`src/rtl/pipeline_pkg.sv`:
```
// Shared fetch-stage types and constants: reset values, PC width,
// next-PC select encoding and the BOOT/RUN sequencer states.
package pipeline_pkg;

  localparam int unsigned PC_W = 32;

  localparam logic [PC_W-1:0] RESET_PC_DEFAULT = 32'h0000_0000;
  localparam logic [PC_W-1:0] NOP_WORD_DEFAULT = 32'h0000_0000;

  typedef enum logic [1:0] {
    SEL_SEQ    = 2'd0,
    SEL_HOLD   = 2'd1,
    SEL_BRANCH = 2'd2,
    SEL_JUMP   = 2'd3
  } pc_sel_e;

  typedef enum logic {
    BOOT = 1'b0,
    RUN  = 1'b1
  } fetch_state_e;

  // Redirect targets are byte addresses; the PC only ever holds word addresses.
  function automatic logic [PC_W-1:0] align_word(input logic [PC_W-1:0] addr);
    return {addr[PC_W-1:2], 2'b00};
  endfunction

endpackage

```
`src/rtl/ifid_register.sv`:
```
// IF/ID pipeline register: instruction word, its PC+4 and a valid flag.
// Bubble beats load; with neither asserted every field holds.
module ifid_register
  import pipeline_pkg::*;
#(
  parameter logic [PC_W-1:0] NOP_WORD = NOP_WORD_DEFAULT
) (
  input  logic            clk,
  input  logic            rst_n,
  input  logic            load,
  input  logic            bubble,
  input  logic [PC_W-1:0] instr_in,
  input  logic [PC_W-1:0] pc4_in,
  output logic [PC_W-1:0] instr_q,
  output logic [PC_W-1:0] pc4_q,
  output logic            valid_q
);

  // Bubble inserts a NOP but keeps the old PC+4; load captures a new fetch.
  always_ff @(posedge clk or negedge rst_n) begin
    if (!rst_n) begin
      instr_q <= NOP_WORD;
      pc4_q   <= '0;
      valid_q <= 1'b0;
    end else if (bubble) begin
      instr_q <= NOP_WORD;
      valid_q <= 1'b0;
    end else if (load) begin
      instr_q <= instr_in;
      pc4_q   <= pc4_in;
      valid_q <= 1'b1;
    end
  end

endmodule

```
`src/rtl/instruction_fetch_stage.sv`:
```
// MIPS fetch stage: program counter, next-PC selection, IF/ID register
// and a count of instructions accepted into IF/ID.
//
// state | meaning
// BOOT  | in reset; PC presented as RESET_PC, IF/ID held as a bubble
// RUN   | normal fetch after the first edge with reset released
module instruction_fetch_stage
  import pipeline_pkg::*;
#(
  parameter logic [PC_W-1:0] RESET_PC = RESET_PC_DEFAULT,
  parameter logic [PC_W-1:0] PC_STEP  = 32'd4,
  parameter logic [PC_W-1:0] NOP_WORD = NOP_WORD_DEFAULT
) (
  input  logic            Clk,
  input  logic            Rst,
  input  logic            Stall,
  input  logic            Flush,
  input  logic            Branch,
  input  logic [PC_W-1:0] BranchTarget,
  input  logic            Jump,
  input  logic [PC_W-1:0] JumpTarget,
  output logic [PC_W-1:0] Address,
  input  logic [PC_W-1:0] Instruction,
  output logic [PC_W-1:0] IFID_Instruction,
  output logic [PC_W-1:0] IFID_PCPlus4,
  output logic            IFID_Valid,
  output logic [PC_W-1:0] FetchCount
);

  fetch_state_e    state_q, state_d;
  pc_sel_e         pc_sel;
  logic [PC_W-1:0] pc_q, pc_d, fetch_pc, pc_plus4;
  logic            ifid_bubble, ifid_load;

  assign fetch_pc = (state_q == BOOT) ? RESET_PC : pc_q;
  assign pc_plus4 = fetch_pc + PC_STEP;
  assign Address  = fetch_pc;

  // Sequencer state register.
  always_ff @(posedge Clk or negedge Rst) begin
    if (!Rst) state_q <= BOOT;
    else      state_q <= state_d;
  end

  // Next state, next-PC select and IF/ID control; redirects override stall.
  always_comb begin
    state_d     = RUN;
    pc_sel      = SEL_SEQ;
    pc_d        = pc_plus4;
    ifid_bubble = Flush | Jump | Branch;
    ifid_load   = 1'b0;

    if (Jump)        pc_sel = SEL_JUMP;
    else if (Branch) pc_sel = SEL_BRANCH;
    else if (Stall)  pc_sel = SEL_HOLD;

    case (pc_sel)
      SEL_JUMP:   pc_d = align_word(JumpTarget);
      SEL_BRANCH: pc_d = align_word(BranchTarget);
      SEL_HOLD:   pc_d = fetch_pc;
      default:    pc_d = pc_plus4;
    endcase

    ifid_load = !ifid_bubble && !Stall;
  end

  // Program counter.
  always_ff @(posedge Clk or negedge Rst) begin
    if (!Rst) pc_q <= RESET_PC;
    else      pc_q <= pc_d;
  end

  // Retired-fetch counter: counts only real loads into IF/ID.
  always_ff @(posedge Clk or negedge Rst) begin
    if (!Rst)           FetchCount <= '0;
    else if (ifid_load) FetchCount <= FetchCount + 32'd1;
  end

  ifid_register #(
    .NOP_WORD (NOP_WORD)
  ) u_ifid (
    .clk      (Clk),
    .rst_n    (Rst),
    .load     (ifid_load),
    .bubble   (ifid_bubble),
    .instr_in (Instruction),
    .pc4_in   (pc_plus4),
    .instr_q  (IFID_Instruction),
    .pc4_q    (IFID_PCPlus4),
    .valid_q  (IFID_Valid)
  );

endmodule

```
`config.mk`:
```
export PLATFORM = sky130hd
export DESIGN_NAME = instruction_fetch_stage
export DESIGN_NICKNAME = d
export VERILOG_FILES = /design/src/rtl/pipeline_pkg.sv /design/src/rtl/ifid_register.sv /design/src/rtl/instruction_fetch_stage.sv
export SDC_FILE = /design/constraint.sdc
export NUM_CORES = 1
export LEC_CHECK = 0
export CAP_MARGIN = 20
export CORE_UTILIZATION = 49
export CTS_CLUSTER_SIZE = 10
export DETAILED_ROUTE_END_ITERATION = 16
export GPL_TIMING_DRIVEN = 0
export HOLD_SLACK_MARGIN = 0.03
export PLACE_DENSITY = 0.87
export SYNTH_ARGS = -nofsm -noshare
export SYNTH_HDL_FRONTEND = slang
export SYNTH_SLANG_ARGS = --single-unit
```
`constraint.sdc`:
```
create_clock -name Clk -period 4.22 [get_ports Clk]
set_input_delay 0.633 -clock Clk [delete_from_list [all_inputs] [get_ports Clk]]
set_output_delay 0.633 -clock Clk [all_outputs]
set_load 0.05 [all_outputs]
```
==> flow_summary.ini <==
[status]
outcome = completed

[synth]
ys_warn_count = 0
synth-async-reset-ratio_pct = 100
synth_area_sq_um = 6430
yosysTopAreaCell = dfrtp_1
synth_compound_area_share_pct = 10.6
synth.distinct_cells = 49
synth_top_area_share_pct = 50.6
synthAdderAreaFrac_pct = 0.195
synth-xor-area-share_pct = 8.17
synthFlopType = dfrtp_1
synth_top_family_by_area = simple AND/OR/NAND/NOR gates
yosysSeqAreaShare_pct = 50.6
synth_commonest_cells = 130 x dfrtp_1, 86 x nand2_1, 63 x nor2_1
synth.top_cells.by_area = dfrtp_1 51%, nand2_1 5.0%, mux2i_1 5.0%
synth-edff-count = 0
synthMuxAreaShare_pct = 4.98
yosysMostFrequentCell = dfrtp_1
synth-simple-area-share_pct = 21.1
synth_area_per_cell_sq_um = 9.61
synth-seq-cells = 130
syn_nets = 772
syn_inst = 669

[global_routing]
grt_overflow = 0
grt_usage_pct = 31.9
grt_pass1_wl_microns = 32100
grt_pass1_vias = 6221
grt_max_degree = 73
antenna_found_initial = 0

[cts]
clockBufferDepth = 2
cts_buffers = 17
post-cts-setup-buffer-count = 0
clk_pin_slew_ns = 0.06
clock_sinks = 130
cts.repair.resized = 0
worstSkewPairLatency_ns = 0.43
cts_tree = built
hold_buffers = 0
htree_levels = 4
cts-root-buf = clkbuf_16

[worst_setup_path]
r2r-start = state_q
critPathKind = reg -> out
cp_slowest_cell = clkdlybuf4s50_1
worstPathMaxFanout = 10
slowest_delay_ns = 0.78
endpoint_kind = output port
r2r_cells = 7
path_cells = buf_2, clkbuf_1, nand2_1, inv_1, buf_4, clkdlybuf4s50_1
cp-start-kind = flip-flop
r2r_end = pc_q[25]
cp.arrival_ns = 2.70
required_ns = 3.59
r2r_slack_ns = 2.01

[power_and_ir_drop]
p_total_uw = 3770
peakVddDrop_uv = 313
p_per_area_nw_per_um2 = 398
power.leakage_uw = 0.00413

[floorplanning]
die_width_microns = 117
start_util_pct = 50.5
io_pins = 231
row_count = 41
coreArea_sq_um = 12700
die-height_microns = 117
die-area_sq_um = 13600

[timing]
setup_ws_ns = 0.891
hold_viol_final = 0
fin_crit_ns = 3.33
maxSlewHeadroom_pct = 49.0
max_freq_mhz = 300
slew_viol_final = 0
clock_skew_ns = 0.0102
grt_setup_unrepaired = false
finalSetupViolCount = 0
worst_pin_slew_ns = 0.764
finalCritPeriodShare_pct = 78.9

[routing]
routed_wl_microns = 20900
drcViolationCount = 0
wl_per_cell_microns = 19.1
via_per_inst = 5.64
drt_first_pass_iters = 5
num_vias = 6197
final_antenna_net_count = 0
drtIter0Drc = 723

[finish]
diodes = 0
fillers = 907
nets = 1017
drive_above_1_share_pct = 6.37
area_growth_pct = 47.3

[place]
dp_hpwl_microns = 14700
gp_congestion = 0.956
numPortBuffers = 225
place_ws_ns = 1.18

[run]
maxCapViolCount = 0

[worst_hold_path]
hp-class = in -> async
worst max path at each step:
stage | startpoint | to | slack, ns | depth (start not counted)
floorplan | Jump | u_ifid.pc4_q[11] | 2.07 | 8
finish | state_q | Address[0] | 0.89 | 6
CTS | state_q | Address[0] | 0.88 | 6
global route | state_q | Address[0] | 0.75 | 6
detailed placement | Branch | pc_q[10] | 1.18 | 9
global placement | Rst | pc_q[12] | -2.61 | 1
stage by stage:
step	hold slack, ns	std cells	TNS, ns	util (%)	area [sq um]
floorplan	0.337	669	0	-	6430
global placement	0.452	1066	-338.74	69.9	8900
detailed placement	0.463	1067	0	70.2	8930
CTS	0.191	1098	0	74.5	9470
global route	0.219	1098	0	74.5	9470
finish	0.162	1098	0	74.5	9470
cell type report:
| cell class | count | area (sq um) | share of cell area (%) |
|---|---|---|---|
| well taps | 172 | 215 | 2.27 |
| clock inverters | 10 | 86.3 | 0.911 |
| flip-flops and latches | 130 | 3250 | 34.3 |
| clock buffers | 21 | 460 | 4.86 |
| inverters | 22 | 82.6 | 0.872 |
| multi-input cells | 474 | 2900 | 30.6 |
| repair buffers | 226 | 2280 | 24.1 |
| plain buffers | 43 | 196 | 2.07 |
flip-flops by register name, summed over array words and instances, names as in the netlist:
name,flops
pc_q,32
u_ifid.pc4_q,32
u_ifid.valid_q,1
u_ifid.instr_q,32
state_q,1
FetchCount,32
layer usage:
metal  vias to the layer above  GRT usage, %  part of all wire, %
li1                       2804             -                    -
met1                      2992          41.1                   41
met2                       338          51.3                   48
met3                        63          7.21                  8.3
met4                         0          14.9                  3.3
met5                         -             0                    0
cell families (layout without fill, tap and decap cells):
| group | after synthesis | count (layout) |
|---|---|---|
| AOI/OAI and AO/OA | 112 | 112 |
| other | 1 | 1 |
| and+or+nand+nor | 268 | 268 |
| xor gates and xnor gates | 60 | 60 |
| buffers and inverters | 65 | 322 |
| muxes | 32 | 32 |
| DFF | 130 | 130 |
| adders and majority gates | 1 | 1 |
layout by cell type, fill, tap and decap left out, types with 26 or more instances in the layout:
master           count
dfrtp_1            130
clkdlybuf4s50_1    224
nor2_1              63
nand3_1             30
clkbuf_1            26
mux2i_1             32
o21ai_1             27
nand2_1             86
a21oi_1             28
xnor2_1             35
where the power goes:
part           switching (uW)  internal (uW)
sequential               83.7           1350
combinational             607            347
clock                     552            831
worst max-delay path: cells and delay by family, from the launching register on:
kind	cells	cell delay (ns)
flip-flops	1	0.45
AND/OR/NAND/NOR	1	0.17
buffers and inverters	5	1.64
No activity file was read; power rests on OpenSTA's default activity.
==> patch, RTL diff (config.mk and constraints unchanged) <==
Make the reset (`Rst` and `rst_n`) synchronous in 4 clocked blocks.
--- a/src/rtl/ifid_register.sv
+++ b/src/rtl/ifid_register.sv
@@ -19,3 +19,3 @@
   // Bubble inserts a NOP but keeps the old PC+4; load captures a new fetch.
-  always_ff @(posedge clk or negedge rst_n) begin
+  always_ff @(posedge clk) begin
     if (!rst_n) begin
--- a/src/rtl/instruction_fetch_stage.sv
+++ b/src/rtl/instruction_fetch_stage.sv
@@ -39,3 +39,3 @@
   // Sequencer state register.
-  always_ff @(posedge Clk or negedge Rst) begin
+  always_ff @(posedge Clk) begin
     if (!Rst) state_q <= BOOT;
@@ -67,3 +67,3 @@
   // Program counter.
-  always_ff @(posedge Clk or negedge Rst) begin
+  always_ff @(posedge Clk) begin
     if (!Rst) pc_q <= RESET_PC;
@@ -73,3 +73,3 @@
   // Retired-fetch counter: counts only real loads into IF/ID.
-  always_ff @(posedge Clk or negedge Rst) begin
+  always_ff @(posedge Clk) begin
     if (!Rst)           FetchCount <= '0;
Behaviour: differs if Rst is asserted again (counterexample within 4 cycles, from zero or initial values and one cycle with Rst low); with Rst held inactive, the same outputs for 4 cycles.
==> patch against the unedited design <==
  * Fmax shrank 1.3%
  * Area after synthesis shrank 6.1%
  * Core utilization grew 0.98 points
  * Wire length shrank 3.7%
  * Final area shrank 4.3%
  * Die area shrank 6.0%
  * Sequential cell count is the same
  * Global-route usage shrank 0.28 points
  * Via count grew 2.3%
  * Setup slack lost 0.044 ns
  * Register-to-register slack gained 0.03 ns
  * Highest routed layer unchanged
Power is not compared: it rests on default switching activity, and its combinational part moved more than twofold at a synthesized area within 25%.
==> patch: results (changes against the unedited design) <==
Filler cells: 898 (-0.99%)
Reg2Reg Setup Slack: 2.04 ns (+0.03 ns)
routed len/inst: 18.36 µm (-3.6%)
mean post-synth cell area: 8.703 µm² (-9.5%)
met3 Use GR: 0.07284 (+0.0007113)
met1 Usage GRT: 0.3795 (-0.03130)
layout cells sized above 1: 0.09474 (+0.03102)
Met3 Wirelength: 1803 µm (+4.2%)
first-pass GRT wire length: 31,430 µm (-2.2%)
vias per cell: 5.780 (+2.4%)
status: completed
total track usage: 0.3162 (-0.002794)
reg2reg start: state_q
detailed placement HPWL: 14,990 µm (+1.6%)
Worst Hold Slack: 0.4521 ns (+0.2900 ns)
FF-to-FF path depth: 6 (-1)
Clock Latency Late Sink: 0.41 ns (-0.02 ns)
Commonest cells post-synth: dfxtp_1 (130), nand2_1 (65), a21oi_1 (53), clkbuf_1 (49), nor2_1 (48)
Worst setup startpoint: state_q
Setup crit end: Address[1]
RR Endpoint: pc_q[30]
Post-Layout Cell Count: 1,097 (-0.091%)
ys async rst share: 0 (-1.000)
crit-path max cell delay: 0.80 ns (+0.02 ns)
slew margin rel.: 0.2754 (-0.2151)
ys flop type: dfxtp_1
crit path DAT: 2.74 ns (+0.04 ns)
drt pass-1 iters: 8 (+3)
met2 usage in global routing: 0.5448 (+0.03157)
pre-CTS WS: 1.325 ns (+0.1492 ns)
Layout Nets: 1,041 (+2.4%)
## patch: cell count changes after synthesis, moves of 9 or more
cell and delta:
dfrtp_1 -130, dfxtp_1 +130, o221a_2 +36, mux2i_1 -32, o21ai_1 -27, a21oi_1 +25, clkbuf_1 +25, nand2_1 -21
o211ai_1 +19, a211oi_1 +15, nor2_1 -15, o21ai_0 +13, a22oi_1 -9
## patch: kinds of logic (layout without fill, tap and decap cells)
logic type | Yosys count | count (layout) | synth area share
AOI/OAI and AO/OA | 178 | 178 | 0.2109
xor gates and xnor gates | 60 | 60 | 0.08701
adders and majority gates | 1 | 1 | 0.002071
buffers and inverters | 82 | 338 | 0.05780
DFF | 130 | 130 | 0.4309
and+or+nand+nor | 243 | 243 | 0.2113
## patch: cell type report
cell class,count,share of cell area
inverters,16,0.006628
clock buffers,19,0.04999
well taps,147,0.02030
plain buffers,66,0.03190
repair buffers,225,0.2486
multi-input cells,482,0.3408
flip-flops and latches,130,0.2872
clock inverters,12,0.01464
